## src/rtl/uart_pkg.sv

```systemverilog
// uart_pkg: shared definitions for the UART receive path.
//   - uart_state_e : receiver frame states
//   - UART_CLK_FREQ / UART_BAUD / UART_OVERSAMPLE : default line setup
//   - uart_div()   : prescaler divide ratio, also used by the transmitter
//   - uart_maj3()  : 2-of-3 vote used when UART_RX_MAJORITY_EN is defined
package uart_pkg;

  typedef enum logic [1:0] {
    ST_IDLE  = 2'd0,
    ST_START = 2'd1,
    ST_DATA  = 2'd2,
    ST_STOP  = 2'd3
  } uart_state_e;

  localparam int unsigned UART_CLK_FREQ   = 32'd100000000;
  localparam int unsigned UART_BAUD       = 32'd250000;
  localparam int unsigned UART_OVERSAMPLE = 32'd16;

  // Clocks per oversample tick (integer division, 25 at the defaults).
  function automatic int unsigned uart_div(input int unsigned clk_freq,
                                           input int unsigned baud,
                                           input int unsigned oversample);
    return clk_freq / (baud * oversample);
  endfunction

  // Majority of three samples.
  function automatic logic uart_maj3(input logic a, input logic b, input logic c);
    return (a & b) | (a & c) | (b & c);
  endfunction

endpackage

```

## src/rtl/uart_baud_tick.sv

```systemverilog
// uart_baud_tick: oversample prescaler.
//   clk   : system clock
//   rst_n : asynchronous active-low reset
//   clr   : synchronous clear, holds the count at zero
//   tick  : registered one-clock pulse every DIV clocks after clr drops
module uart_baud_tick
  #(
    parameter int unsigned DIV = 32'd25
  ) (
    input  logic clk,
    input  logic rst_n,
    input  logic clr,
    output logic tick
  );

  localparam int unsigned   CW   = (DIV > 32'd1) ? $clog2(DIV) : 32'd1;
  localparam logic [CW-1:0] LAST = CW'(DIV - 32'd1);

  logic [CW-1:0] cnt_q, cnt_d;
  logic          tick_q, tick_d;

  // Next count; tick is registered so it is high exactly while cnt_q == LAST.
  always_comb begin
    cnt_d = cnt_q;
    if (clr) begin
      cnt_d = '0;
    end else if (cnt_q == LAST) begin
      cnt_d = '0;
    end else begin
      cnt_d = cnt_q + CW'(32'd1);
    end
    tick_d = (cnt_d == LAST);
  end

  // Prescaler registers.
  always_ff @(posedge clk or negedge rst_n) begin
    if (!rst_n) begin
      cnt_q  <= '0;
      tick_q <= 1'b0;
    end else begin
      cnt_q  <= cnt_d;
      tick_q <= tick_d;
    end
  end

  assign tick = tick_q;

endmodule

```

## src/rtl/uart_receiver.sv

```systemverilog
// uart_receiver: 8N1 LSB-first UART receiver with valid/ready output.
//   CLK     : system clock (rising edge)
//   RST_N   : asynchronous active-low reset
//   RX      : serial input, asynchronous, idle high
//   DATA    : received byte, stable while VALID=1
//   VALID   : DATA holds an unconsumed byte
//   READY   : consumer takes DATA when VALID && READY
//   FERR    : one-clock pulse, stop bit sampled low
//   OVERRUN : one-clock pulse, byte dropped because VALID was still set
//   BUSY    : receiver is inside a frame
// Optional feature macro: UART_RX_MAJORITY_EN (2-of-3 vote around mid-bit,
// all decisions one tick later).
module uart_receiver
  import uart_pkg::*;
  #(
    parameter int unsigned CLK_FREQ   = UART_CLK_FREQ,
    parameter int unsigned BAUD       = UART_BAUD,
    parameter int unsigned OVERSAMPLE = UART_OVERSAMPLE
  ) (
    input  logic       CLK,
    input  logic       RST_N,
    input  logic       RX,
    output logic [7:0] DATA,
    output logic       VALID,
    input  logic       READY,
    output logic       FERR,
    output logic       OVERRUN,
    output logic       BUSY
  );

  localparam int unsigned   DIV       = uart_div(CLK_FREQ, BAUD, OVERSAMPLE);
  localparam int unsigned   TW        = $clog2(OVERSAMPLE);
  localparam logic [TW-1:0] TICK_LAST = TW'(OVERSAMPLE - 32'd1);
`ifdef UART_RX_MAJORITY_EN
  localparam logic [TW-1:0] EARLY_CNT  = TW'(OVERSAMPLE / 32'd2 - 32'd2);
  localparam logic [TW-1:0] MID_CNT    = TW'(OVERSAMPLE / 32'd2 - 32'd1);
  localparam logic [TW-1:0] DECIDE_CNT = TW'(OVERSAMPLE / 32'd2);
`else
  localparam logic [TW-1:0] DECIDE_CNT = TW'(OVERSAMPLE / 32'd2 - 32'd1);
`endif

  logic          sync1_q, sync1_d, sync2_q, sync2_d, prev_q, prev_d;
  uart_state_e   state_q, state_d;
  logic [TW-1:0] tcnt_q, tcnt_d;
  logic [2:0]    idx_q, idx_d;
  logic [7:0]    shift_q, shift_d;
  logic          done_q, done_d, stop_bit_q, stop_bit_d;
  logic [7:0]    data_q, data_d;
  logic          valid_q, valid_d, ferr_q, ferr_d, ovr_q, ovr_d, busy_q, busy_d;
  logic          tick_s, clr_s, fall_s, decide_s, bit_s, hs_s;
`ifdef UART_RX_MAJORITY_EN
  logic [1:0]    hist_q, hist_d;
`endif

  // Prescaler is held clear while idle, so its phase starts at detection.
  assign clr_s = (state_q == ST_IDLE);

  uart_baud_tick #(.DIV(DIV)) u_baud_tick (
    .clk   (CLK),
    .rst_n (RST_N),
    .clr   (clr_s),
    .tick  (tick_s)
  );

  // Edge detect and per-bit decision point.
  always_comb begin
    fall_s = prev_q & ~sync2_q;
`ifdef UART_RX_MAJORITY_EN
    hist_d = hist_q;
    if (tick_s && (tcnt_q == EARLY_CNT)) begin
      hist_d[1] = sync2_q;
    end else if (tick_s && (tcnt_q == MID_CNT)) begin
      hist_d[0] = sync2_q;
    end else begin
      hist_d = hist_q;
    end
    decide_s = tick_s && (tcnt_q == DECIDE_CNT);
    bit_s    = uart_maj3(hist_q[1], hist_q[0], sync2_q);
`else
    decide_s = tick_s && (tcnt_q == DECIDE_CNT);
    bit_s    = sync2_q;
`endif
  end

  // Synchronizer, frame FSM next state and shift register.
  always_comb begin
    sync1_d    = RX;
    sync2_d    = sync1_q;
    prev_d     = sync2_q;
    state_d    = state_q;
    idx_d      = idx_q;
    shift_d    = shift_q;
    done_d     = 1'b0;
    stop_bit_d = stop_bit_q;

    // Tick counter runs modulo OVERSAMPLE from detection, so mid-bit of every
    // bit lands on the same count value.
    if (state_q == ST_IDLE) begin
      tcnt_d = '0;
    end else if (tick_s) begin
      tcnt_d = (tcnt_q == TICK_LAST) ? '0 : tcnt_q + TW'(32'd1);
    end else begin
      tcnt_d = tcnt_q;
    end

    case (state_q)
      ST_IDLE: begin
        if (fall_s) begin
          state_d = ST_START;
        end else begin
          state_d = ST_IDLE;
        end
      end
      ST_START: begin
        if (decide_s && bit_s) begin
          state_d = ST_IDLE;          // glitch, not a start bit
        end else if (decide_s) begin
          state_d = ST_DATA;
          idx_d   = 3'd0;
        end else begin
          state_d = ST_START;
        end
      end
      ST_DATA: begin
        if (decide_s) begin
          shift_d[idx_q] = bit_s;
          if (idx_q == 3'd7) begin
            state_d = ST_STOP;
          end else begin
            idx_d = idx_q + 3'd1;
          end
        end else begin
          state_d = ST_DATA;
        end
      end
      ST_STOP: begin
        // Leave at mid-stop so a back-to-back start edge is not missed.
        if (decide_s) begin
          state_d    = ST_IDLE;
          done_d     = 1'b1;
          stop_bit_d = bit_s;
        end else begin
          state_d = ST_STOP;
        end
      end
      default: begin
        state_d = ST_IDLE;
      end
    endcase
  end

  // Output stage: acts one clock after the stop decision.
  always_comb begin
    hs_s    = valid_q & READY;
    data_d  = data_q;
    valid_d = valid_q & ~hs_s;
    ferr_d  = 1'b0;
    ovr_d   = 1'b0;
    if (done_q && !stop_bit_q) begin
      ferr_d = 1'b1;
    end else if (done_q && (!valid_q || hs_s)) begin
      // A handshake in the same cycle frees the slot for the new byte.
      data_d  = shift_q;
      valid_d = 1'b1;
    end else if (done_q) begin
      ovr_d = 1'b1;
    end else begin
      data_d = data_q;
    end
    busy_d = (state_q != ST_IDLE);
  end

  // All receiver registers.
  always_ff @(posedge CLK or negedge RST_N) begin
    if (!RST_N) begin
      sync1_q    <= 1'b0;
      sync2_q    <= 1'b0;
      prev_q     <= 1'b0;
      state_q    <= ST_IDLE;
      tcnt_q     <= '0;
      idx_q      <= 3'd0;
      shift_q    <= 8'd0;
      done_q     <= 1'b0;
      stop_bit_q <= 1'b0;
      data_q     <= 8'd0;
      valid_q    <= 1'b0;
      ferr_q     <= 1'b0;
      ovr_q      <= 1'b0;
      busy_q     <= 1'b0;
`ifdef UART_RX_MAJORITY_EN
      hist_q     <= 2'b00;
`endif
    end else begin
      sync1_q    <= sync1_d;
      sync2_q    <= sync2_d;
      prev_q     <= prev_d;
      state_q    <= state_d;
      tcnt_q     <= tcnt_d;
      idx_q      <= idx_d;
      shift_q    <= shift_d;
      done_q     <= done_d;
      stop_bit_q <= stop_bit_d;
      data_q     <= data_d;
      valid_q    <= valid_d;
      ferr_q     <= ferr_d;
      ovr_q      <= ovr_d;
      busy_q     <= busy_d;
`ifdef UART_RX_MAJORITY_EN
      hist_q     <= hist_d;
`endif
    end
  end

  assign DATA    = data_q;
  assign VALID   = valid_q;
  assign FERR    = ferr_q;
  assign OVERRUN = ovr_q;
  assign BUSY    = busy_q;

endmodule

```

## config.mk

```make
export PLATFORM = sky130hd
export DESIGN_NAME = uart_receiver
export DESIGN_NICKNAME = d
export VERILOG_FILES = /design/src/rtl/uart_pkg.sv /design/src/rtl/uart_baud_tick.sv /design/src/rtl/uart_receiver.sv
export SDC_FILE = /design/constraint.sdc
export NUM_CORES = 1
export LEC_CHECK = 0
export ABC_AREA = 1
export BUFFER_PORTS_ARGS = -buffer_cell sky130_fd_sc_hd__buf_2
export CAP_MARGIN = 20
export CORE_MARGIN = 10
export CORE_UTILIZATION = 40
export DETAILED_ROUTE_END_ITERATION = 6
export SETUP_SLACK_MARGIN = 0.4
export SLEW_MARGIN = 20
export SYNTH_ARGS = -nofsm -noshare
export SYNTH_HDL_FRONTEND = slang
export SYNTH_SLANG_ARGS = --single-unit
```

## constraint.sdc

```tcl
create_clock -name CLK -period 1.41 [get_ports CLK]
set_input_delay 0.282 -clock CLK [delete_from_list [all_inputs] [get_ports CLK]]
set_output_delay 0.282 -clock CLK [all_outputs]
set_load 0.01 [all_outputs]
```

==> results.yml <==
grt:
  grt_max_degree: 25
  grt_util_all_layers_pct: 9.85
  grt_pass1_wl_um: 6070
  grt-ovfl-total: 0
  antenna_found_initial: 0
  grt_pass1_vias: 1435
job:
  max_cap_violations: 0
drt:
  post_drt_wl_per_cell_um: 11.2
  drtAntennaViolNets: 0
  routed_via_density: 4.57
  vias: 1457
  first_pass_iters: 4
  drt-initial-drc-count: 83
  drt-total-wl_um: 3570
  drc_errors: 0
critical_path:
  cp-start-kind: "register"
  arrival_ps: 1460
  path_cells: "ha_2 -> nand2_2 -> nor2_4 -> buf_6 -> nand3_4 -> nand3_1 -> nand2_2"
  worst-path-buf-inv: 1
  critical_path_class: "register to register"
  end_kind: "register"
  required_ps: 1590
  cp_top_family: "simple AND/OR/NAND/NOR gates"
  slowest_delay_ps: 360
  crit_path_frequent_cell: "nand2_2"
  worstPathMaxFanout: 5
  slowest_stage: "dfrtp_1"
clock_tree:
  cts_root_buffer: "clkbuf_8"
  htree_levels: 2
  insertion_delay_ps: 290
  cts_made_buffers: 5
  path_clk_slew_ps: 70
  clock_sinks: 40
  clockBufferDepth: 2
  cts_tree: "done"
yosys:
  netlist_area_um2: 1830
  synthMuxAreaShare_pct: 0
  synth_nets: 226
  synthSimpleGateAreaFrac_pct: 28.1
  ys_seq_elements: 40
  synth_common_cells: "nand2_1 (61), dfrtp_1 (40), inv_1 (32), nor2_1 (22), nand3_1 (18)"
  yosys.area.top_type_share_pct: 54.8
  ys.flop_type: "dfrtp_1"
  synth_compound_area_share_pct: 4.79
  yosysMostFrequentCell: "nand2_1"
  ys_seq_area_share_pct: 54.8
  yosysTopAreaCell: "dfrtp_1"
  synth-adder-area-share_pct: 3.42
  synth_top_family_by_area: "simple AND/OR/NAND/NOR gates"
  synthTopCellsByArea: "dfrtp_1 (55%), nand2_1 (13%), inv_1 (6.6%)"
  yosysUniqueCellTypes: 22
  synth_xor_area_share_pct: 0.479
  synthCells: 217
  async_flop_share_pct: 100
  synth_edf_count: 0
  syn_area_per_cell_um2: 8.42
  synth_warnings: 0
placement:
  place_hpwl_um: 2300
  port_buffers: 15
  globalplace.congestion: 0.786
  place_area_um2: 2020
timing:
  hold_violations: 0
  worstMarginPinSlew_ps: 266
  post-route-period-util_pct: 91.2
  fmax_mhz: 778
  period_minus_slack_ps: 1290
  finalMaxSlewViolations: 0
  rsz0062_at_grt: "true"
  fin_worst_skew_ps: 5.74
  fin_setup_tns_ps: 0
  slew_headroom_pct: 82.3
  setup_viol: 0
cells_and_area:
  diodes: 0
  fin_area_um2: 2430
  area_delta_synth_final_pct: 33.0
  drive_gt1_share_pct: 34.8
  nets: 276
floorplan:
  coreArea_um2: 4380
  io-pin-count: 16
  die_x_um: 87.6
  die_y_um: 87.6
  placement_rows: 24
  start_util_pct: 41.7
  dieArea_um2: 7670
pwr:
  p_leak_nw: 1.30
  vdd_drop_max_mv: 1.02
  pwr_density_cell_nw_per_um2: 1120
min_path:
  min-delay-path-class: "primary input to register"
outcome:
  status: "finished clean"
==> logic make-up (layout without fill, tap and decap cells) <==
family          count (synthesis)  after routing
compound gates                 17             17
flops                          40             40
simple gates                  114            115
fa+ha+maj                       5              5
buf+inv                        40             89
xor+xnor                        1              1
==> registers in the layout, summed over array words and instances (netlist names) <==
signal	count
done_q	1
state_q	2
tcnt_q	4
BUSY	1
u_baud_tick.tick	1
FERR	1
idx_q	3
stop_bit_q	1
shift_q	8
DATA	8
u_baud_tick.cnt_q	5
sync1_q	1
prev_q	1
VALID	1
bit_s	1
OVERRUN	1
==> layout make-up <==
| cell class | instances | area, um2 |
|---|---|---|
| Clock buffer | 6 | 72.6 |
| Clock inverter | 1 | 5.00 |
| Fill cell | 398 | 1950 |
| Inverter | 38 | 148 |
| Multi-Input combinational cell | 138 | 802 |
| Sequential cell | 40 | 1000 |
| Tap cell | 52 | 65.1 |
| Timing Repair Buffer | 44 | 333 |
==> placed cells by master, fill, tap and decap left out, drive strengths merged <==
cell type	instances
clkinv	2
xor2	1
a21oi	2
nand4	2
ha	5
o21bai	1
nor3	1
buf	42
clkbuf	7
o21ai	14
nand3b	1
dfrtp	40
nand3	21
inv	37
dlygate4sd3	1
nand2	65
nor2	25
==> timing repair <==
action | in CTS | in global routing
pin swaps | 9 | 11
cloned | 0 | 1
endpoints found under the setup margin | 44 | 70
endpoints found under the hold margin | 16 | 0
gates resized for setup | 14 | 25
hold buffers | 1 | 0
buffers inserted | 16 | 9
==> path summary, 6_finish.rpt <==
kind,slack (ps),start,cells after the start,endpoint
worst min-delay path,100,RX,1,sync1_q$_DFF_PN0_
worst max register to register,120,tcnt_q[0]$_DFFE_PN0P_,7,idx_q[2]$_DFFE_PN0P_
worst min register to register,350,sync1_q$_DFF_PN0_,0,bit_s$_DFF_PN0_
worst max-delay path,120,tcnt_q[0]$_DFFE_PN0P_,7,idx_q[2]$_DFFE_PN0P_
max in group asynchronous,570,RST_N,3,stop_bit_q$_DFFE_PN0P_
min in group asynchronous,430,RST_N,2,u_baud_tick.cnt_q[2]$_DFF_PN0_
==> power by group <==
group	internal (mW)	switching [mW]	leakage, nW
registers	1.25	0.119	0.532
logic	0.322	0.336	0.729
clock network	0.336	0.359	0.0410
total	1.91	0.814	1.30
==> stage by stage <==
step	util [%]	power, mW	setup slack, ps	hold slack [ps]	cells
floorplan	-	1.62	184	-13.6	217
global placement	46.0	1.73	109	238	285
detailed placement	46.0	1.74	80.1	241	285
CTS	51.8	2.57	123	88.3	309
global route	55.4	2.90	24.7	85.1	319
finish	55.4	2.72	124	102	319
==> metal layers <==
metal  GRT usage [%]  vias to the layer above  part of all wire [%]
met5               0                        -                     0
met3            3.16                        6                   4.5
met2            16.7                       21                    47
met1            11.0                      654                    46
li1                -                      776                     -
met4            4.35                        0                   2.0
Power figures use the tool's default switching activity.
